<file path="config.mk">
export PLATFORM = sky130hd
export DESIGN_NAME = seg_scan_decoder_flat
export DESIGN_NICKNAME = d
export VERILOG_FILES = /design/src/rtl/seg_scan_if.sv /design/src/rtl/seg_scan_decoder.sv /design/src/flat_wrapper.sv
export SDC_FILE = /design/constraint.sdc
export NUM_CORES = 1
export LEC_CHECK = 0
export ABC_AREA = 1
export BUFFER_PORTS_ARGS = -buffer_cell sky130_fd_sc_hd__buf_2
export CAP_MARGIN = 20
export CORE_UTILIZATION = 35
export CTS_CLUSTER_SIZE = 20
export DETAILED_ROUTE_END_ITERATION = 16
export GPL_ROUTABILITY_DRIVEN = 0
export PLACE_DENSITY = 0.61
export SETUP_SLACK_MARGIN = 0.05
export SLEW_MARGIN = 25
export SYNTH_ARGS = -nofsm -noshare
export SYNTH_HDL_FRONTEND = slang
export SYNTH_SLANG_ARGS = --single-unit
</file>
<file path="constraint.sdc">
create_clock -name clk -period 6.7 [get_ports clk]
set_clock_uncertainty 0.1 [all_clocks]
set_input_delay 0.335 -clock clk [delete_from_list [all_inputs] [get_ports clk]]
set_output_delay 0.335 -clock clk [all_outputs]
set_load 0.02 [all_outputs]
</file>
<file path="src/rtl/seg_scan_if.sv">
// Bundle of the display-side and consumer-side signals of seg_scan_decoder.
// The master side drives the segment/strobe lines and the consumer ready;
// the slave side (the decoder) returns the captured frame and status.
`timescale 1ns/1ps

interface seg_scan_if #(
  parameter int NUM_DIGITS = 4
);

  logic [6:0]              segment;
  logic [NUM_DIGITS-1:0]   dig_en;
  logic [4*NUM_DIGITS-1:0] bcd;
  logic [NUM_DIGITS-1:0]   err;
  logic                    valid;
  logic                    ready;
  logic                    overrun;

  modport master (
    output segment,
    output dig_en,
    output ready,
    input  bcd,
    input  err,
    input  valid,
    input  overrun
  );

  modport slave (
    input  segment,
    input  dig_en,
    input  ready,
    output bcd,
    output err,
    output valid,
    output overrun
  );

endinterface

</file>
<file path="src/rtl/seg_scan_decoder.sv">
// Multiplexed seven-segment bus decoder.
// Samples the segment lines and one-hot digit strobes, waits for each digit
// to be stable, captures it into a per-digit slot, and once every digit of a
// scan frame has been seen presents the packed BCD frame on a valid/ready
// handshake. A frame that completes while the previous one is still unread
// is dropped and flagged with a one-cycle overrun pulse.
`timescale 1ns/1ps

module seg_scan_decoder #(
  parameter int NUM_DIGITS    = 4,
  parameter int STABLE_CYCLES = 3
) (
  input  logic     clk,
  input  logic     rst,
  seg_scan_if.slave bus
);

  localparam int CNT_W = (STABLE_CYCLES < 1) ? 1 : $clog2(STABLE_CYCLES + 1);
  localparam logic [CNT_W-1:0] CNT_MAX  = CNT_W'(STABLE_CYCLES);
  localparam logic [CNT_W-1:0] CNT_LAST = CNT_W'(STABLE_CYCLES - 1);

  // Result of looking up one segment pattern.
  typedef struct packed {
    logic       err;
    logic [3:0] nibble;
  } glyph_t;

  // Segment pattern (bit0=a .. bit6=g) to BCD; anything else is illegal.
  function automatic glyph_t decode(input logic [6:0] seg);
    glyph_t g;
    g.err = 1'b0;
    case (seg)
      7'b0111111: g.nibble = 4'd0;
      7'b0000110: g.nibble = 4'd1;
      7'b1011011: g.nibble = 4'd2;
      7'b1001111: g.nibble = 4'd3;
      7'b1100110: g.nibble = 4'd4;
      7'b1101101: g.nibble = 4'd5;
      7'b1111101: g.nibble = 4'd6;
      7'b0000111: g.nibble = 4'd7;
      7'b1111111: g.nibble = 4'd8;
      7'b1101111: g.nibble = 4'd9;
      default: begin
        g.nibble = 4'hF;
        g.err    = 1'b1;
      end
    endcase
    return g;
  endfunction

  // Input stage and stability tracking.
  logic [6:0]            s_seg;
  logic [NUM_DIGITS-1:0] s_dig;
  logic [CNT_W-1:0]      cnt;

  // Partially assembled frame.
  logic [NUM_DIGITS-1:0]   mask;
  logic [4*NUM_DIGITS-1:0] slot_bcd;
  logic [NUM_DIGITS-1:0]   slot_err;

  // Presented frame and status.
  logic [4*NUM_DIGITS-1:0] shown_bcd;
  logic [NUM_DIGITS-1:0]   shown_err;
  logic                    frame_valid;
  logic                    drop_pulse;

  // Decision signals.
  logic                    sample_same;
  logic                    next_onehot;
  logic                    capture;
  logic [NUM_DIGITS-1:0]   cap_bit;
  logic                    frame_done;
  glyph_t                  cur_glyph;
  logic [4*NUM_DIGITS-1:0] frame_bcd;
  logic [NUM_DIGITS-1:0]   frame_err;

  // The sample arriving on this edge is compared with the one already held,
  // so the counter reaching STABLE_CYCLES means STABLE_CYCLES+1 identical
  // input cycles. Capture fires only on the step into STABLE_CYCLES, which
  // also makes a saturated counter unable to capture again.
  assign sample_same = ({bus.dig_en, bus.segment} == {s_dig, s_seg});
  assign next_onehot = $onehot(bus.dig_en);
  assign capture     = $onehot(s_dig) && sample_same && (cnt == CNT_LAST);
  assign cap_bit     = capture ? s_dig : '0;
  assign frame_done  = capture && ((mask | cap_bit) == '1);
  assign cur_glyph   = decode(s_seg);

  // Frame contents including the slot being captured on this edge.
  // NOTE: every always_comb output gets a default before any conditional
  // write, so no path leaves a value unassigned and no latch is inferred.
  always_comb begin
    frame_bcd = slot_bcd;
    frame_err = slot_err;
    for (int k = 0; k < NUM_DIGITS; k++) begin
      if (cap_bit[k]) begin
        frame_bcd[4*k +: 4] = cur_glyph.nibble;
        frame_err[k]        = cur_glyph.err;
      end
    end
  end

  // Register the bus and count how long the current sample has been stable.
  // NOTE: sequential state uses non-blocking assignments so every register
  // sees the pre-edge value of every other register.
  always_ff @(posedge clk) begin
    if (rst) begin
      s_seg <= '0;
      s_dig <= '0;
      cnt   <= '0;
    end else begin
      s_seg <= bus.segment;
      s_dig <= bus.dig_en;
      if (!sample_same || !next_onehot) begin
        cnt <= '0;
      end else if (cnt != CNT_MAX) begin
        cnt <= cnt + 1'b1;
      end
    end
  end

  // Assemble digits into slots and hand complete frames to the consumer.
  // NOTE: the slot storage is reset along with the flags; it is only a few
  // flops, and it keeps bcd/err deterministic for any reset-to-frame path.
  always_ff @(posedge clk) begin
    if (rst) begin
      mask        <= '0;
      slot_bcd    <= '0;
      slot_err    <= '0;
      shown_bcd   <= '0;
      shown_err   <= '0;
      frame_valid <= 1'b0;
      drop_pulse  <= 1'b0;
    end else begin
      drop_pulse <= 1'b0;

      // Accept retires the frame unless a new one loads below.
      if (frame_valid && bus.ready) begin
        frame_valid <= 1'b0;
      end

      if (capture) begin
        slot_bcd <= frame_bcd;
        slot_err <= frame_err;
        if (frame_done) begin
          mask <= '0;
          if (!frame_valid || bus.ready) begin
            shown_bcd   <= frame_bcd;
            shown_err   <= frame_err;
            frame_valid <= 1'b1;
          end else begin
            drop_pulse  <= 1'b1;
          end
        end else begin
          mask <= mask | cap_bit;
        end
      end
    end
  end

  assign bus.bcd     = shown_bcd;
  assign bus.err     = shown_err;
  assign bus.valid   = frame_valid;
  assign bus.overrun = drop_pulse;

endmodule

</file>
<file path="src/flat_wrapper.sv">
// flat-port wrapper written by rule: the top's interface ports become plain ports
module seg_scan_decoder_flat 
#(
  parameter int NUM_DIGITS    = 4,
  parameter int STABLE_CYCLES = 3
)
  (clk, rst, bus_segment, bus_dig_en, bus_ready, bus_bcd, bus_err, bus_valid, bus_overrun);
  seg_scan_if #(.NUM_DIGITS(NUM_DIGITS)) bus_i ();
  input  logic clk;
  input  logic rst;
  input wire logic [$bits(bus_i.segment)-1:0] bus_segment;
  input wire logic [$bits(bus_i.dig_en)-1:0] bus_dig_en;
  input wire logic [$bits(bus_i.ready)-1:0] bus_ready;
  output wire logic [$bits(bus_i.bcd)-1:0] bus_bcd;
  output wire logic [$bits(bus_i.err)-1:0] bus_err;
  output wire logic [$bits(bus_i.valid)-1:0] bus_valid;
  output wire logic [$bits(bus_i.overrun)-1:0] bus_overrun;
  assign bus_i.segment = bus_segment;
  assign bus_i.dig_en = bus_dig_en;
  assign bus_i.ready = bus_ready;
  assign bus_bcd = bus_i.bcd;
  assign bus_err = bus_i.err;
  assign bus_valid = bus_i.valid;
  assign bus_overrun = bus_i.overrun;
  seg_scan_decoder #(.NUM_DIGITS(NUM_DIGITS), .STABLE_CYCLES(STABLE_CYCLES)) u_core (.clk(clk), .rst(rst), .bus(bus_i));
endmodule
</file>
==> out/qor.csv <==
stage,metric,value,unit
clock_tree,CTS tree,yes,
job,Max Cap Viol,0,
placed_design,Detailed Place HPWL,4160,µm
timing,Max-slew headroom,0.462,
final_layout,Layout Nets,460,
final_layout,# fillers,825,
timing,Final Setup Violations,0,
pwr,power density over the cells,222,mW/mm²
timing,Final min period,3630,ps
timing,Tcrit/Tclk final,0.541,
synth,Synth cell types,28,
final_layout,"commonest non-fill, non-tap cells in the layout","nand2_1 (109), nor2_1 (87), dfxtp_1 (59)",
setup_path,Critical Path AT,3770,ps
final_layout,footprint of the multi-input gates,0.00138,mm²
global_route,number of global-route vias before repair,2272,
placed_design,Port Buffer Count,35,
synth,cells after synthesis,405,
worst_hold_path,cell depth of the worst hold path,3,
route,routed wire length per instance,11.1,µm
final_layout,register area,0.00118,mm²
synth,synthesized cell area,0.00285,mm²
clock_tree,H-tree levels,3,
global_route,GRT Util Overall,0.158,
setup_path,crit-path max FO,21,
timing,max-slew violations,0,
clock_tree,clock transition at the registers of the reported paths,70,ps
final_layout,diodes inserted,0,
floorplan,DIE AREA,0.00851,mm²
route,DRT antenna net count,0,
route,Vias,2461,
final_layout,P&R area growth vs syn,14.5,%
floorplan,Core ar.,0.00781,mm²
route,First DRT Iteration DRCs,69,
setup_path,crit start category,flip-flop,
clock_tree,post-cts hold buffer count,0,
clock_tree,TritonCTS Sinks,59,
setup_path,Crit path required time,6840,ps
clock_tree,Post-CTS Setup Repair Bufs,0,
synth,Yosys Warn Count,0,
setup_path,Worst Reg2Reg Path Length in Cells,13,
timing,worst slew pin tran,806,ps
timing,Max Fclk,0.276,GHz
timing,setup tns final,0,ps
setup_path,reg2reg start,u_core.s_dig[2],
pwr,total power,723,µW
pwr,Worst VDD drop,0.0000924,V
route,First-pass DRT Iterations,4,
floorplan,Die Ht,92.2,µm
clock_tree,number of CTS-inserted buffers,9,
clock_tree,PostCTS Resize Cnt,0,
outcome,status,"complete, no violations",
clock_tree,Clock Latency Late Sink,340,ps
route,Vias per Instance,4.53,
route,final wirelength,6010,µm
setup_path,critical path type,reg -> reg,
worst_hold_path,Hold WC Path Type,in -> reg,
final_layout,"commonest non-fill, non-tap cell in the layout",nand2_1,
clock_tree,clock tree buffer depth,2,
clock_tree,CTS root buf,clkbuf_8,
global_route,initial antenna violation count,0,
synth,register area share after synthesis,0.414,
floorplan,row cnt,32,
setup_path,R2R setup slack,3070,ps
synth,#FFs+latches synth,59,
setup_path,FF-to-FF End,u_core.bus.bcd[8],
final_layout,share of cells above drive strength 1,0.150,
pwr,LEAKAGE,0.00162,µW
setup_path,Worst Setup EP,u_core.bus.bcd[8],
floorplan,initial core utilization,0.365,
route,drt drc,0,
global_route,largest net degree at the start of global routing,35,
floorplan,Die Width,92.2,µm
timing,"Hold Violations, Final",0,
timing,unrepaired setup endpoints after global routing,no,
setup_path,crit path capture type,flip-flop,
setup_path,Worst Setup SP,u_core.s_dig[2],
synth,syn nets,429,
global_route,total gr overflow,0,
floorplan,# IOs,36,
synth,Avg Inst Size Synth,7.04,µm²
global_route,first-pass GRT wire length,10400,µm
## kinds of logic after synthesis
logic type | synth area share
adder cells (fa/ha/maj) | 0.0492
AND/OR/NAND/NOR | 0.385
buffers and inverters | 0.102
XOR/XNOR | 0.0184
flip-flops | 0.414
AO/OA/AOI/OAI | 0.0312
## state kept, by name, summed over array words and instances (netlist names)
| register | cells |
|---|---|
| u_core.slot_err | 4 |
| u_core.slot_bcd | 16 |
| u_core.cnt | 2 |
| u_core.bus.overrun | 1 |
| u_core.bus.valid | 1 |
| u_core.mask | 4 |
| u_core.s_dig | 4 |
| u_core.bus.err | 4 |
| u_core.s_seg | 7 |
| u_core.bus.bcd | 16 |
## through the flow
stage               worst slack [ps]  hold slack [ps]  cells   util  area (µm²)
finish                          3070              115    543  0.418        3260
global route                    2680              105    543  0.418        3260
CTS                             3030              105    543  0.418        3260
detailed placement              3070              366    527  0.393        3070
global placement                3120              362    527  0.393        3070
floorplan                       3790              342    405      -        2850
## worst min path at each step
| stage | from | endpoint |
|---|---|---|
| finish | bus_segment[3] | u_core.s_seg[3] |
| global route | bus_segment[6] | u_core.s_seg[6] |
| CTS | bus_segment[3] | u_core.s_seg[3] |
| detailed placement | u_core.bus.bcd[8] | u_core.bus.bcd[8] |
| global placement | u_core.bus.bcd[4] | u_core.bus.bcd[4] |
| floorplan | bus_dig_en[0] | u_core.s_dig[0] |
## final cells by class
class | count | area share
multi-input cells | 276 | 0.422
flip-flops and latches | 59 | 0.362
clock inverters | 4 | 0.0153
inverters | 55 | 0.0632
clock buffers | 12 | 0.0445
well taps | 102 | 0.0391
repair buffers | 35 | 0.0537
## cell usage after synthesis (all sizes together)
library cell / count / area share
nand4: 28 / 0.083
dfxtp: 59 / 0.41
nand2: 113 / 0.15
nor2: 91 / 0.13
xnor2: 5 / 0.015
fa: 2 / 0.014
buf: 11 / 0.024
inv: 53 / 0.070
clkbuf: 4 / 0.0053
clkinv: 2 / 0.0026
a21oi: 9 / 0.017
o21ai: 8 / 0.014
xor2: 1 / 0.0031
nor3: 6 / 0.011
nand3: 4 / 0.0070
nand3b: 1 / 0.0026
ha: 8 / 0.035
## report_power, final
part	internal (µW)	leakage [µW]	switching, µW
sequential	354	0.000478	5.28
combinational	15.3	0.00105	25.3
clock	181	0.0000926	142
## layer usage
metal | GRT usage | share of wire | wire [µm]
met3 | 0.0398 | 0.046 | 276
met5 | 0 | 0 | 0
met4 | 0.0664 | 0.017 | 104
met1 | 0.194 | 0.48 | 2870
met2 | 0.261 | 0.46 | 2760
## critical path, cell delays in order, from the launching register on
cell	delay, ps
dfxtp_1	430
ha_1	270
ha_1	210
fa_1	440
nor2_1	90
nand2_1	50
nor2_1	470
nand4_4	250
nand2_2	150
nand2_1	80
nor2_2	620
nand4_1	190
nand2_1	120
nor2_1	50
Note: power is estimated with default switching activity, not from simulation.
